### src/rtl/psum_pkg.sv
// rtl/psum_pkg.sv - shared sizing and saturation helpers for the psum adder tree
package psum_pkg;

    typedef enum logic [1:0] {
        SAT_NONE = 2'b00,
        SAT_HIGH = 2'b01,
        SAT_LOW  = 2'b10
    } sat_e;

    function automatic int clog2(input int n);
        int r;
        r = 0;
        while ((1 << r) < n) r++;
        return r;
    endfunction

    function automatic int tree_stages(input int num_pe);
        return clog2(num_pe);
    endfunction

    function automatic int guard_bits(input int num_pe);
        return clog2(num_pe + 1);
    endfunction

    // Operand count present after 'lvl' pairwise reductions of num_pe inputs.
    function automatic int level_count(input int num_pe, input int lvl);
        return (num_pe + (1 << lvl) - 1) >> lvl;
    endfunction

    // Classifies a wide signed value against the signed range of 'width' bits.
    function automatic sat_e sat_check(input logic signed [63:0] val, input int width);
        logic signed [63:0] hi;
        logic signed [63:0] lo;
        hi = (64'sd1 <<< (width - 1)) - 64'sd1;
        lo = -(64'sd1 <<< (width - 1));
        if (val > hi) return SAT_HIGH;
        if (val < lo) return SAT_LOW;
        return SAT_NONE;
    endfunction

endpackage

### src/rtl/psum_tree_level.sv
// rtl/psum_tree_level.sv - one registered pairwise-add level of the psum adder tree
module psum_tree_level #(
    parameter int N_IN  = 3,
    parameter int WIDTH = 27
) (
    input  logic                                clk,
    input  logic                                rst,
    input  logic                                stall,
    input  logic [N_IN*WIDTH-1:0]               d,
    input  logic                                first_d,
    input  logic                                last_d,
    output logic [((N_IN+1)/2)*WIDTH-1:0]       q,
    output logic                                first_q,
    output logic                                last_q
);

    localparam int N_OUT = (N_IN + 1) / 2;

    logic [N_OUT*WIDTH-1:0] sums;

    // Guard bits upstream make the truncating add exact.
    for (genvar i = 0; i < N_IN / 2; i++) begin : g_pair
        assign sums[i*WIDTH +: WIDTH] = d[2*i*WIDTH +: WIDTH] + d[(2*i+1)*WIDTH +: WIDTH];
    end

    if (N_IN % 2 == 1) begin : g_odd
        assign sums[(N_OUT-1)*WIDTH +: WIDTH] = d[(N_IN-1)*WIDTH +: WIDTH];
    end

    always_ff @(posedge clk or posedge rst) begin
        if (rst) begin
            q       <= '0;
            first_q <= 1'b0;
            last_q  <= 1'b0;
        end else if (!stall) begin
            q       <= sums;
            first_q <= first_d;
            last_q  <= last_d;
        end
    end

endmodule

### src/rtl/psum_add_tree.sv
// rtl/psum_add_tree.sv - pipelined PE adder tree with psum accumulate, saturation and ReLU
module psum_add_tree
    import psum_pkg::*;
#(
    parameter int DATA_WIDTH = 25,
    parameter int NUM_PE     = 3
) (
    input  logic                         clk,
    input  logic                         rst,
    input  logic                         stall,
    input  logic                         clear,
    input  logic                         in_valid,
    input  logic                         in_first,
    input  logic                         in_last,
    input  logic [NUM_PE*DATA_WIDTH-1:0] pe_data,
    input  logic [DATA_WIDTH-1:0]        fifo_data,
    input  logic                         sat_en,
    input  logic                         relu_en,
    output logic [DATA_WIDTH-1:0]        out_data,
    output logic                         out_valid,
    output logic                         out_last
);

    localparam int TREE_STAGES = tree_stages(NUM_PE);
    localparam int GUARD       = guard_bits(NUM_PE);
    localparam int IW          = DATA_WIDTH + GUARD;
    localparam int AW          = IW + 1;

    for (genvar k = 0; k <= TREE_STAGES; k++) begin : g_lvl
        localparam int N = level_count(NUM_PE, k);
        logic [N*IW-1:0] d;
        logic            first;
        logic            last;

        if (k == 0) begin : g_in
            for (genvar i = 0; i < NUM_PE; i++) begin : g_sext
                assign d[i*IW +: IW] = {{GUARD{pe_data[i*DATA_WIDTH+DATA_WIDTH-1]}},
                                        pe_data[i*DATA_WIDTH +: DATA_WIDTH]};
            end
            assign first = in_first;
            assign last  = in_last;
        end else begin : g_reg
            psum_tree_level #(
                .N_IN  (level_count(NUM_PE, k - 1)),
                .WIDTH (IW)
            ) u_level (
                .clk     (clk),
                .rst     (rst),
                .stall   (stall),
                .d       (g_lvl[k-1].d),
                .first_d (g_lvl[k-1].first),
                .last_d  (g_lvl[k-1].last),
                .q       (d),
                .first_q (first),
                .last_q  (last)
            );
        end
    end

    logic [IW-1:0]           tree_sum;
    logic                    tree_first;
    logic                    tree_last;
    logic [AW-1:0]           fifo_ext;
    logic [AW-1:0]           acc;
    logic signed [63:0]      acc_wide;
    logic [DATA_WIDTH-1:0]   result;
    logic [TREE_STAGES-1:0]  vld;

    assign tree_sum   = g_lvl[TREE_STAGES].d;
    assign tree_first = g_lvl[TREE_STAGES].first;
    assign tree_last  = g_lvl[TREE_STAGES].last;

    assign fifo_ext = tree_first ? '0
                    : {{(AW-DATA_WIDTH){fifo_data[DATA_WIDTH-1]}}, fifo_data};
    assign acc      = {tree_sum[IW-1], tree_sum} + fifo_ext;
    assign acc_wide = {{(64-AW){acc[AW-1]}}, acc};

    always_comb begin
        result = acc[DATA_WIDTH-1:0];
        if (sat_en) begin
            case (sat_check(acc_wide, DATA_WIDTH))
                SAT_HIGH: result = {1'b0, {(DATA_WIDTH-1){1'b1}}};
                SAT_LOW:  result = {1'b1, {(DATA_WIDTH-1){1'b0}}};
                default:  result = acc[DATA_WIDTH-1:0];
            endcase
        end
        if (relu_en && tree_last && result[DATA_WIDTH-1]) begin
            result = '0;
        end
    end

    // clear beats stall on the valid chain only; data registers simply follow stall.
    always_ff @(posedge clk or posedge rst) begin
        if (rst) begin
            vld       <= '0;
            out_valid <= 1'b0;
            out_data  <= '0;
            out_last  <= 1'b0;
        end else begin
            if (clear) begin
                vld       <= '0;
                out_valid <= 1'b0;
            end else if (!stall) begin
                vld[0] <= in_valid;
                for (int i = 1; i < TREE_STAGES; i++) begin
                    vld[i] <= vld[i-1];
                end
                out_valid <= vld[TREE_STAGES-1];
            end
            if (!stall) begin
                out_data <= result;
                out_last <= tree_last;
            end
        end
    end

endmodule

### config.mk
export PLATFORM = sky130hd
export DESIGN_NAME = psum_add_tree
export DESIGN_NICKNAME = d
export VERILOG_FILES = /design/src/rtl/psum_pkg.sv /design/src/rtl/psum_tree_level.sv /design/src/rtl/psum_add_tree.sv
export SDC_FILE = /design/constraint.sdc
export NUM_CORES = 1
export LEC_CHECK = 0
export BUFFER_PORTS_ARGS = -buffer_cell sky130_fd_sc_hd__buf_2
export CORE_MARGIN = 3
export CORE_UTILIZATION = 58
export CTS_CLUSTER_DIAMETER = 150
export CTS_CLUSTER_SIZE = 25
export DETAILED_ROUTE_END_ITERATION = 12
export PLACE_DENSITY = 0.82
export SYNTH_ARGS = -nofsm -noshare
export SYNTH_HDL_FRONTEND = slang
export SYNTH_SLANG_ARGS = --single-unit
### constraint.sdc
create_clock -name clk -period 4.1 [get_ports clk]
set_clock_uncertainty 0.05 [all_clocks]
set_input_delay 0.41 -clock clk [delete_from_list [all_inputs] [get_ports clk]]
set_output_delay 0.41 -clock clk [all_outputs]
set_load 0.02 [all_outputs]
* Word level (Yosys, flattened, before mapping) *
Cells that the tools add are included.
Widths: inputs -> output; s select.

word-level totals
  flip-flop bits (word level) = 112
  input bits = 109
  output and inout bits = 27
  word-level logic and storage cells = 38

operators by class
  add/subtract/negate cells = 3
  magnitude comparators = 2
  eq/ne operators = 3
  mux-type cells = 18
  reduce and logical (&&, ||, !) cells = 2

operator list
  operator              number
  $mux 25               2
  $pmux 25 s2           1
  $add 28x28->28        1
  $gt 28x25->1 const B  1
  $lt 28x25->1 const B  1
  $mux 28               1
  $add 27x27->27        1
  $add 25x25->26        1
  $mux 2                7
  $mux 1                7
  $eq 2x1->1 const B    1
  $eq 2x2->1 const B    1
  $logic_and 1x1->1     2
  $ne 2x1->1 const B    1

* Longest topological paths before layout *
Gate-level depths: netlist of run 1.

  depth in word-level cells = 15
  gate-level depth with buffers = 15
  mapped depth without buffers = 14

* Hierarchy *
Synthesis of run 1 repeated with hierarchy kept, for this count alone.

second synthesis, totals
  cell total of the unflattened synthesis = 991
  area total of the unflattened synthesis = 8938.6 sq um

modules (own cells, without submodules)
  module                                    times used  cells an instance  area an instance (sq um)
  psum_tree_level (g_lvl[1].g_reg.u_level)  1           355                3517.1
  psum_add_tree                             1           331                2897.8
  psum_tree_level (g_lvl[2].g_reg.u_level)  1           305                2523.7

* Worst setup path before layout of run 1 *
No wires, ideal clock.

  path type = register to register
  from = reg g_lvl[2].g_reg.u_level.first_q
  to = reg out_data[22]
  data arrival time = 3.406 ns
  path slack = 0.559 ns
  stages on the path, launching flop included = 15
  buffers on the path = 3
  clock period less this slack = 3.541 ns
  cells stage by stage = dfrtp_1 > clkbuf_1 > nor2b_1 > ha_1 > buf_4 > a211o_1 > o311a_1 > o31ai_4 > a21oi_4 > a21oi_2 > mux2_2 > a31oi_2 > buf_2 > inv_1 > a32oi_1

on the way
  cells in the longest elaborated chain, start to end = 14
  elaborated cells between the ends (all ways) = 19
  classes of those cells = add/sub (1); order compare (2); eq/ne (2); mux (13); reduce/logical (1)

ends and longest elaborated chain
  what                                      line                   RTL
  from (decl)                               psum_tree_level.sv:13  output logic first_q,
  from (signal assigned)                    psum_tree_level.sv:37  first_q <= first_d;
  $mux 28 (*)                               psum_add_tree.sv:73    assign fifo_ext = tree_first ? '0
  $add 28x28->28 (*)                        psum_add_tree.sv:75    assign acc = {tree_sum[IW-1], tree_sum} + fifo_ext;
  $lt 28x25->1                              psum_pkg.sv:37         if (val < lo) return SAT_LOW;
  $mux 1 (2 in series)                      psum_pkg.sv:37
  $mux 1                                    psum_add_tree.sv:80    if (sat_en) begin
  $mux 2                                    psum_pkg.sv:38         return SAT_NONE;
  $mux 2                                    psum_pkg.sv:37
  $mux 2                                    psum_add_tree.sv:80
  $eq 2x2->1 or $eq 2x1->1 (tied branches)  psum_add_tree.sv:81    case (sat_check(acc_wide, DATA_WIDTH))
  $pmux 25 s2                               psum_add_tree.sv:81
  $mux 25 (*)                               psum_add_tree.sv:80
  $logic_and 1x1->1                         psum_add_tree.sv:87    if (relu_en && tree_last && result[DATA_WIDTH-1]) begin
  $mux 25 (*)                               psum_add_tree.sv:87
  to (signal assigned)                      psum_add_tree.sv:111   out_data <= result;
  to (decl)                                 psum_add_tree.sv:19    output logic [DATA_WIDTH-1:0] out_data,

Mark *: on every way between the ends. The rest lies on a longest branch, timed or not. The select of a mux whose other input is x is not followed.
A chain may end at the register's enable or synchronous reset.

* Final worst setup path of run 1 *
Ends and elaborated chain as after synthesis.

==> results of run 1 <==
==> power by group through the flow <==
stage,combinational [uW],sequential [uW],clock [uW]
global placement,2560,1630,0
CTS,2650,1620,809
floorplan,1880,1730,0
finish,2700,1620,802
detailed placement,2610,1640,0
global route,3010,1660,862
==> metrics by stage <==
| stage | setup WS, ns | setup TNS [ns] | utilization (%) |
|---|---|---|---|
| finish | 0.104 | 0 | 68.8 |
| floorplan | 0.559 | 0 | - |
| global route | -0.0678 | -0.684 | 68.8 |
| global placement | 0.0224 | 0 | 66.6 |
| CTS | 0.0507 | 0 | 68.6 |
| detailed placement | -0.162 | -1.84 | 66.6 |
==> worst register-to-register path, delay by kind of cell, from the launching register on <==
kind	cells	cell delay, ns
and+or+nand+nor	3	0.77
DFF	1	0.57
buffers and inverters	1	0.05
adders and majority gates	1	0.28
AOI/OAI and AO/OA	8	2.18
==> layout make-up <==
cell class              instances  area [um^2]
repair buffers                145          753
inverters                      39          149
clock inverters                 3         21.3
fillers                      1130         4220
clock buffers                  12          236
well taps                     176          220
multi-input cells             732         5130
flip-flops and latches        111         2780
==> cells in the mapped netlist (3+ instances only) <==
cell,n
inv_1,39
a211o_1,7
a21oi_1,70
nor2_1,56
nand2_1,104
o21ai_1,21
or2_2,3
xor2_1,28
a211oi_1,6
clkbuf_1,20
and4_1,4
buf_1,3
dfrtp_1,111
nor3_1,12
or3_1,10
nand4_1,7
mux2_2,36
nand3_1,11
fa_1,3
nand2b_1,12
a31oi_1,8
nor4_1,4
o21bai_1,9
a2111oi_0,4
a221oi_1,3
xnor2_1,28
ha_1,78
o21a_1,9
o21ai_0,71
mux2i_1,7
o31ai_1,8
and3_1,12
nor2b_1,32
and2_1,4
a21o_1,25
==> state kept, by name (all words and copies together) (netlist names) <==
register	cells
g_lvl.g_reg.u_level.q	78
g_lvl.g_reg.u_level.first_q	2
vld	2
g_lvl.g_reg.u_level.last_q	2
out_valid	1
out_data	25
out_last	1
==> cells in the final DEF (no fill, tap or decap), drive strengths merged, types with 4 or more instances in the layout <==
cell,instances
nor4,4
nor2,56
a21o,25
and3,12
o21ai,92
o21bai,9
o21a,9
nor2b,32
nor3,12
ha,78
nand2b,12
or3,10
a211oi,6
and2,4
xnor2,28
buf,145
nand2,104
inv,39
o31ai,10
mux2,36
dfrtp,111
xor2,29
a211o,7
mux2i,7
clkbuf,12
a31oi,10
a21oi,72
nand3,11
and4,4
a2111oi,4
nand4,7
==> kinds of logic (layout without fill, tap and decap cells) <==
group	after synthesis	after routing	synth area share, %
simple gates	278	278	16.5
compound gates	272	273	21.3
flops	111	111	34.1
fa+ha+maj	81	81	12.7
buf+inv	67	199	3.31
xor+xnor	57	57	6.23
mux	43	43	5.84
==> routing by layer <==
layer  wire length (um)  vias up  share of wire (%)  track usage (%)
li1                   -     3533                  -                -
met1               8720     3312                 47             32.8
met2               8610      185                 47             38.5
met3                828       21                4.5             3.17
met4                219        0                1.2             4.64
met5                  0        -                  0                0
==> worst max-delay path by stage <==
stage,cells after the start,slack (ns),from,end
after floorplan,14,0.56,g_lvl[2].g_reg.u_level.first_q,out_data[22]
after global placement,14,0.02,g_lvl[2].g_reg.u_level.first_q,out_data[21]
after detailed placement,14,-0.16,g_lvl[2].g_reg.u_level.first_q,out_data[21]
after CTS,13,0.05,g_lvl[2].g_reg.u_level.first_q,out_data[18]
after global routing,14,-0.07,g_lvl[2].g_reg.u_level.first_q,out_data[5]
final,13,0.10,g_lvl[2].g_reg.u_level.first_q,out_data[22]
==> timing repair <==
item	4_1_cts	5_1_grt
setup endpoints to repair	24	24
pin swaps	0	1
hold endpoints to repair	0	0
hold buffers	0	0
gates resized for setup	1	2
gates cloned	0	1
buffers inserted	0	0
==> results.tsv, run 1 <==
stage	metric	value	unit
power_and_ir_drop	Pleak	0.00450	uW
power_and_ir_drop	net switching power	2180	uW
placed_design	GPL Wtd Cong	0.961	
yosys	Post-synth EDFFs	0	
placed_design	Port Buffers	135	
grt	largest net degree at the start of global routing	64	
power_and_ir_drop	clock share of power	15.7	%
yosys	sequential fraction of the synthesis area	34.1	%
yosys	synthesized instance count	909	
flow_run	max_cap viols	0	
cts	clk buf depth	2	
setup_path	reg2reg path depth	13	
grt	number of global-route vias before repair	6576	
finish	cell area after layout	9290	um^2
setup_path	CP Cell Sequence	nand2b_1, inv_1, ha_1, a211oi_1, o21bai_1, a31oi_1, o31ai_1, a21oi_1, a221oi_1, nand2_1, nor4b_4, o221ai_2, a32oi_1	
yosys	Synth area leader	dfrtp_1	
yosys	FF+latch count, synth	111	
grt	initial antenna violation count	0	
sta	Max Slew Vio Count	0	
cts	clock-pin slew on the worst setup and hold paths	0.07	ns
cts	TritonCTS clock tree	done	
power_and_ir_drop	Internal Power	2940	uW
setup_path	Reg2Reg Capture Point	out_data[22]	
placed_design	DP Cell Count	1202	
power_and_ir_drop	sequential share of power	31.6	%
die	Die Wd	124	um
power_and_ir_drop	Net Sw Frac	42.5	%
sta	Hold Violations, Final	0	
finish	layout net count	1228	
die	Starting Density	60.3	%
placed_design	dpl cell area	8990	um^2
setup_path	CP Data Required Time	4.31	ns
finish	Diodes inserted	0	
cts	TritonCTS Buffers	9	
setup_path	CP Capture Type	flip-flop	
setup_path	CP delay by family, top	compound AO/OA/AOI/OAI gates	
finish	fin cells	1218	
die	Die ar.	15500	um^2
yosys	Yosys cell types	69	
grt	first-pass GRT wire length	30800	um
die	row cnt	42	
sta	final setup vio count	0	
cts	clock sink total	111	
setup_path	setup slack, reg-to-reg	0.10	ns
routing	DR iter-0 viols	392	
routing	# DRC	0	
placed_design	hpwl dp	13900	um
die	die height	124	um
yosys	syn_nets	1099	
sta	Max Freq	0.250	GHz
setup_path	CP arrival	4.21	ns
finish	Syn-to-layout area delta	14.1	%
sta	Max-slew headroom	57.1	%
finish	layout cells sized above 1	20.2	%
power_and_ir_drop	Cell Pwr Density	551	nW/um^2
setup_path	Worst Path Class, Setup	flip-flop to flip-flop	
routing	total wire length	18400	um
routing	Vias	7051	
cts	Root Buffer	clkbuf_16	
routing	DR WL/cell	15.1	um
yosys	asr flop ratio synth	100	%
yosys	Yosys top cell area share	34.1	%
routing	Via density	5.79	
grt	GR Util All Layers	23.2	%
die	Ports	136	
yosys	synth top area cells	dfrtp_1 (34%), ha_1 (12%), mux2_2 (5.0%)	
sta	Worst-Margin Slew	0.644	ns
setup_path	Slowest-stage cell, CP	dfrtp_2	
setup_path	r2r startpoint	g_lvl[2].g_reg.u_level.first_q	
outcome	status	finished clean	
grt	Overflow after GRT	0	
yosys	Mean Syn Cell Area	8.95	um^2
cts	CTS HTree Levels	3	
die	core area	13500	um^2
yosys	mapped cell area	8140	um^2
hold_path	Hold WC Path Type	input pin to async pin	
sta	RSZ-0062 raised after global routing	yes	
routing	drt first pass iters	7	
setup_path	Worst Path Max Fanout	16	
power_and_ir_drop	power consumption	5120	uW
sta	crit share post-route	97.5	%
yosys	Syn. warnings	0	
setup_path	startpoint types	flip-flop	
cts	Clock Latency Late Sink	0.34	ns
setup_path	CP Buf/Inv Count	1	
power_and_ir_drop	logic gate share of total power	52.7	%
routing	ANT nets after route	0	
yosys	ys flop type	dfrtp_1	
sta	Hold Slack	0.0277	ns
power_and_ir_drop	VDD IR-drop max	219	uV
setup_path	Worst path max stage delay	0.57	ns
sta	Period minus WS final	4.00	ns
No activity file was read; power rests on OpenSTA's default activity.
==> inputs of run 2 (changes only) <==
ABC_CLOCK_PERIOD_IN_PS = 4100   (was not set)
REMOVE_ABC_BUFFERS = 1   (was not set)
==> run 2 against run 1 <==
Effect of this change:
- combinational power shrank 2%
- power shrank 0.70%
- register-to-register slack gained 0.19 ns
- sequential power is essentially flat
- hold slack gained 0.15 ns
- highest routed layer unchanged
==> results.tsv, run 2 (same netlist as run 1, synthesis figures left out) <==
stage	metric	value	unit	change
routing	# DRC	0		unchanged
sta	Period minus WS final	3.81	ns	-0.190 ns
power_and_ir_drop	VDD IR-drop max	244	uV	+12%
sta	RSZ-0062 raised after global routing	no		
die	Ports	136		unchanged
grt	Overflow after GRT	0		unchanged
finish	# fillers	1119		-0.97%
power_and_ir_drop	power consumption	5080	uW	-0.70%
routing	Via density	5.68		-1.9%
setup_path	CP delay by family, top	compound AO/OA/AOI/OAI gates		
die	Starting Density	60.3	%	unchanged
finish	Diodes inserted	0		unchanged
cts	Root Buffer	clkbuf_16		
cts	TritonCTS clock tree	done		
setup_path	CP Cell Sequence	buf_4, nor2b_1, ha_1, inv_1, o21ai_1, a211o_1, a31o_1, a21o_1, a221oi_1, a21oi_1, a31oi_2, buf_4, a21oi_1, o21ai_1		
setup_path	CP Buf/Inv Count	3		+2
power_and_ir_drop	Cell Pwr Density	549	nW/um^2	-0.38%
routing	drt first pass iters	4		-3
grt	number of global-route vias before repair	6600		+0.36%
finish	Largest regs	g_lvl.g_reg.u_level.q (78), out_data (25)		
cts	Hold-fix buffers, CTS	0		unchanged
die	core area	13500	um^2	unchanged
grt	largest net degree at the start of global routing	73		+14%
die	Die Wd	124	um	unchanged
placed_design	Port Buffers	135		unchanged
sta	Hold Violations, Final	0		unchanged
routing	Vias	6913		-2.0%
setup_path	Slowest-stage cell, CP	dfrtp_2		
finish	commonest non-fill, non-tap cell in the layout	buf_2		
sta	Max Freq	0.263	GHz	+5.0%
setup_path	CP arrival	4.03	ns	-0.18 ns
finish	Largest Register	g_lvl.g_reg.u_level.q		
die	die height	124	um	unchanged
hold_path	Hold WC Path Type	input pin to flip-flop		
sta	Max-slew headroom	42.2	%	-15 points
flow_run	max_cap viols	0		unchanged
placed_design	hpwl dp	14000	um	+0.92%
outcome	status	finished clean		
sta	final setup vio count	0		unchanged
routing	DR iter-0 viols	383		-2.3%
power_and_ir_drop	Pleak	0.00449	uW	-0.17%
setup_path	setup slack, reg-to-reg	0.29	ns	+0.19 ns
cts	TritonCTS Buffers	9		unchanged
routing	total wire length	18100	um	-1.5%
setup_path	CP Capture Type	flip-flop		
sta	Worst-Margin Slew	0.867	ns	+0.223 ns
grt	first-pass GRT wire length	30800	um	about the same
die	row cnt	42		unchanged
sta	Hold Slack	0.183	ns	+0.155 ns
grt	initial antenna violation count	0		unchanged
finish	layout net count	1226		-0.16%
finish	max reg flops	78		unchanged
finish	Syn-to-layout area delta	13.7	%	
cts	clk buf depth	2		unchanged
setup_path	Worst path max stage delay	0.55	ns	-0.02 ns
grt	GR Util All Layers	23.3	%	+0.14 points
routing	ANT nets after route	0		unchanged
setup_path	Worst Path Class, Setup	flip-flop to flip-flop		
cts	Clock Latency Late Sink	0.35	ns	about the same
finish	commonest cells after routing, fill and taps aside	buf_2 (134), dfrtp_1 (110), nand2_1 (104), ha_1 (78), o21ai_0 (71)		
cts	clock-pin slew on the worst setup and hold paths	0.07	ns	about the same
cts	clock sink total	111		unchanged
cts	Post-CTS Setup Inserts	0		unchanged
setup_path	startpoint types	flip-flop		
setup_path	Worst Path Max Fanout	17		+1
sta	TNS Setup	0	ns	unchanged
setup_path	CP Data Required Time	4.32	ns	about the same
finish	layout cells sized above 1	20.0	%	-0.17 points
cts	post-cts resize count	0		-1
die	Die ar.	15500	um^2	unchanged
cts	CTS HTree Levels	3		unchanged
sta	Max Slew Vio Count	0		unchanged
placed_design	GPL Wtd Cong	0.946		-1.6%
routing	DR WL/cell	14.9	um	-1.4%
sta	crit share post-route	92.8	%	-4.6 points
## run 2: cell types whose count changed in the layout (fill, tap and decap cells not counted), sizes merged
cell    delta
clkbuf     +2
buf        -1
o221ai     -1
clkinv     -1
## run 2: where the power goes
group | switching (uW) | internal [uW] | leakage (uW)
clock network | 393 | 432 | 0.000127
registers | 197 | 1410 | 0.00134
logic | 1550 | 1100 | 0.00302
## run 2: final timing paths
check,depth (start not counted),startpoint,to
worst max-delay path,14,g_lvl[2].g_reg.u_level.first_q,out_data[10]
worst min-delay path,2,clear,vld[1]
worst max register to register,14,g_lvl[2].g_reg.u_level.first_q,out_data[10]
worst min register to register,2,out_data[4],out_data[4]
max in group asynchronous,3,rst,g_lvl[2].g_reg.u_level.first_q
min in group asynchronous,2,rst,g_lvl[1].g_reg.u_level.q[41]
## run 2: per-layer routing
layer	track usage, %	vias up	routed length [um]
met1	33.2	3196	8590
met5	0	-	0
li1	-	3522	-
met2	37.8	167	8520
met4	6.83	0	346
met3	2.57	28	650
## run 2: cell type report
class                      count  area (um^2)  area share (%)
inverter                      39          149            1.61
clock inverter                 2         16.3           0.176
sequential                   111         2780            30.0
clock buffer                  14          254            2.74
tap                          176          220            2.38
timing repair buffer         144          746            8.06
multi-input combinational    731         5090            55.0
## run 2: per-stage QoR
stage               utilization, %  cells  area (um^2)  worst slack [ns]
floorplan                        -    881         8020             0.326
global placement              66.5   1201         8980             0.354
detailed placement            66.5   1201         8980             0.234
CTS                           68.5   1217         9250             0.190
global route                  68.5   1217         9260            0.0965
finish                        68.5   1217         9260             0.293
==> inputs of run 3 (changes only) <==
PLACE_DENSITY = not set   (was 0.82)
PLACE_DENSITY_LB_ADDON = 0.12   (was not set)
==> run 3 against run 2 <==
Effect of this change:
- combinational power increased by 3%
- setup slack got worse by 0.030 ns
- non-clock buffer count increased by 4
- power increased by 2.0%
- clock power increased by 3.0%
- clock-buffer cell count decreased by 4
- sequential share of layout area decreased by 0.32 points
- cell count increased by 0.25%
- final area increased by 1.0%
- highest routed layer unchanged
==> results.tsv, run 3 (same netlist as run 1, synthesis figures left out) <==
stage	metric	value	unit	change
outcome	status	finished clean		
placed_design	hpwl dp	13700	um	-2.1%
die	Starting Density	60.3	%	unchanged
finish	commonest non-fill, non-tap cell in the layout	buf_2		
setup_path	CP Data Required Time	4.31	ns	about the same
setup_path	Worst path max stage delay	0.47	ns	-0.08 ns
setup_path	Worst Path Max Fanout	21		+4
finish	Syn-to-layout area delta	14.9	%	
cts	TritonCTS clock tree	done		
setup_path	CP arrival	4.05	ns	+0.02 ns
power_and_ir_drop	Pleak	0.00453	uW	+1.0%
die	die height	124	um	unchanged
cts	Clock Latency Late Sink	0.35	ns	about the same
sta	Worst-Margin Slew	0.964	ns	+0.0964 ns
finish	max reg flops	78		unchanged
sta	Period minus WS final	3.84	ns	+0.0301 ns
routing	ANT nets after route	0		unchanged
cts	CTS HTree Levels	3		unchanged
cts	clock sink total	111		unchanged
sta	Hold Violations, Final	0		unchanged
grt	GR Util All Layers	22.7	%	-0.61 points
setup_path	Worst Path Class, Setup	flip-flop to flip-flop		
finish	Largest regs	g_lvl.g_reg.u_level.q (78), out_data (25)		
cts	Hold-fix buffers, CTS	0		unchanged
hold_path	Hold WC Path Type	input pin to flip-flop		
sta	Max Freq	0.261	GHz	-0.78%
placed_design	DP Cell Count	1203		+0.17%
die	row cnt	42		unchanged
grt	initial antenna violation count	0		unchanged
sta	Max Slew Vio Count	0		unchanged
power_and_ir_drop	power consumption	5190	uW	+2.0%
finish	register area	2780	um^2	about the same
sta	crit path setup slack, layout	0.263	ns	-0.0301 ns
die	Die Wd	124	um	unchanged
flow_run	max_cap viols	0		unchanged
sta	Max-slew headroom	35.8	%	-6.4 points
setup_path	CP Capture Type	flip-flop		
die	Die ar.	15500	um^2	unchanged
placed_design	pre-CTS setup slack	-0.0371	ns	-0.271 ns
routing	Via density	5.63		-0.94%
die	Ports	136		unchanged
finish	cell area after layout	9350	um^2	+1.0%
setup_path	CP delay by family, top	compound AO/OA/AOI/OAI gates		
finish	commonest cells after routing, fill and taps aside	buf_2 (134), dfrtp_1 (111), nand2_1 (104), ha_1 (78), o21ai_0 (71)		
setup_path	Slowest-stage cell, CP	o41a_1		
power_and_ir_drop	Cell Pwr Density	555	nW/um^2	+0.99%
finish	area used by multi-input combinational logic	5140	um^2	+0.91%
grt	first-pass GRT wire length	30000	um	-2.6%
routing	DR WL/cell	14.8	um	-0.71%
grt	number of global-route vias before repair	6439		-2.4%
sta	crit share post-route	93.6	%	+0.73 points
finish	fin cells	1220		+0.25%
routing	Vias	6865		-0.69%
sta	final setup vio count	0		unchanged
grt	largest net degree at the start of global routing	83		+14%
setup_path	CP Buf/Inv Count	2		-1
grt	Overflow after GRT	0		unchanged
cts	TritonCTS Buffers	9		unchanged
die	core area	13500	um^2	unchanged
cts	Root Buffer	clkbuf_16		
finish	layout cells sized above 1	20.4	%	+0.42 points
routing	drt first pass iters	7		+3
routing	total wire length	18000	um	-0.47%
setup_path	startpoint types	flip-flop		
routing	# DRC	0		unchanged
finish	layout net count	1231		+0.41%
finish	# fillers	1151		+2.9%
placed_design	GPL Wtd Cong	0.942		-0.42%
cts	clk buf depth	2		unchanged
routing	DR iter-0 viols	497		+30%
sta	RSZ-0062 raised after global routing	no		
power_and_ir_drop	VDD IR-drop max	279	uV	+14%
finish	Largest Register	g_lvl.g_reg.u_level.q		
placed_design	dpl cell area	9010	um^2	+0.31%
cts	clock-pin slew on the worst setup and hold paths	0.07	ns	about the same
setup_path	most frequent cell on the critical path	nand2b_1		
placed_design	Port Buffers	135		unchanged
finish	Diodes inserted	0		unchanged
setup_path	CP Cell Sequence	buf_12, nand2b_1, inv_1, ha_1, a211oi_1, o21bai_1, a31oi_1, o41a_1, nand3b_1, a32oi_1, nand2b_1, o21a_1, o221ai_4, o21ai_0		
run 3: cell count changes in the layout (fill, tap and decap cells not counted):
cell and delta:
buf_12 +1, clkbuf_8 -1, nor4b_4 +1, nor4b_2 -1, dfrtp_1 +1, o221ai_2 -1, clkinvlp_4 -1, dfrtp_2 -1
bufinv_16 +1, buf_4 +3, clkinv_2 +2, clkbuf_1 -3, o221ai_4 +2
run 3: cell type report:
cell class | count | area share (%)
multi-input combinational | 732 | 54.9
sequential | 111 | 29.7
timing repair buffer | 148 | 8.43
clock buffer | 10 | 2.45
tap | 176 | 2.36
inverter | 39 | 1.59
clock inverter | 4 | 0.522
run 3: through the flow:
stage          utilization (%)  hold slack [ns]  setup TNS (ns)
4_1_cts                   68.9            0.186               0
2_1_floorplan                -            0.401               0
3_3_place_gp              66.7            0.413               0
3_5_place_dp              66.7            0.419         -0.0371
6_report                  69.2            0.185               0
5_1_grt                   69.2            0.184               0
run 3: worst register-to-register path: cells and delay by family, from the launching register on:
| family | cells | cell delay [ns] |
|---|---|---|
| flip-flops | 1 | 0.39 |
| buffers and inverters | 2 | 0.22 |
| AO/OA/AOI/OAI | 8 | 2.08 |
| AND/OR/NAND/NOR | 3 | 0.70 |
| adder cells (fa/ha/maj) | 1 | 0.28 |
run 3: what timing repair did:
| action | CTS | global route |
|---|---|---|
| pin swaps | 0 | 2 |
| buffers inserted | 0 | 2 |
| setup endpoints to repair | 1 | 12 |
| gates cloned | 0 | 1 |
| resized for setup | 1 | 2 |
run 3: routing by layer:
metal  track usage (%)  wire [um]  share of wire [%]
met1              32.7       8760                 49
met2              36.1       8050                 45
met3              3.60        861                4.8
met4              5.61        342                1.9
met5                 0          0                  0
run 3: path summary, 6_finish.rpt:
kind / start / to / slack [ns] / depth (start not counted)
setup reg to reg: g_lvl[2].g_reg.u_level.first_q / out_data[19] / 0.26 / 14
min in group asynchronous: rst / g_lvl[1].g_reg.u_level.q[10] / 0.24 / 2
hold / removal: clear / out_valid / 0.19 / 2
max in group asynchronous: rst / out_data[11] / 2.80 / 3
setup / recovery: g_lvl[2].g_reg.u_level.first_q / out_data[19] / 0.26 / 14
hold reg to reg: out_data[3] / out_data[3] / 0.43 / 2
run 3: report_power, final:
group          switching, uW  internal, uW  leakage [uW]  total (uW)
Clock                    383           466      0.000138         850
Sequential               197          1420       0.00134        1610
Combinational           1590          1130       0.00306        2730
Total                   2170          3010       0.00453        5190
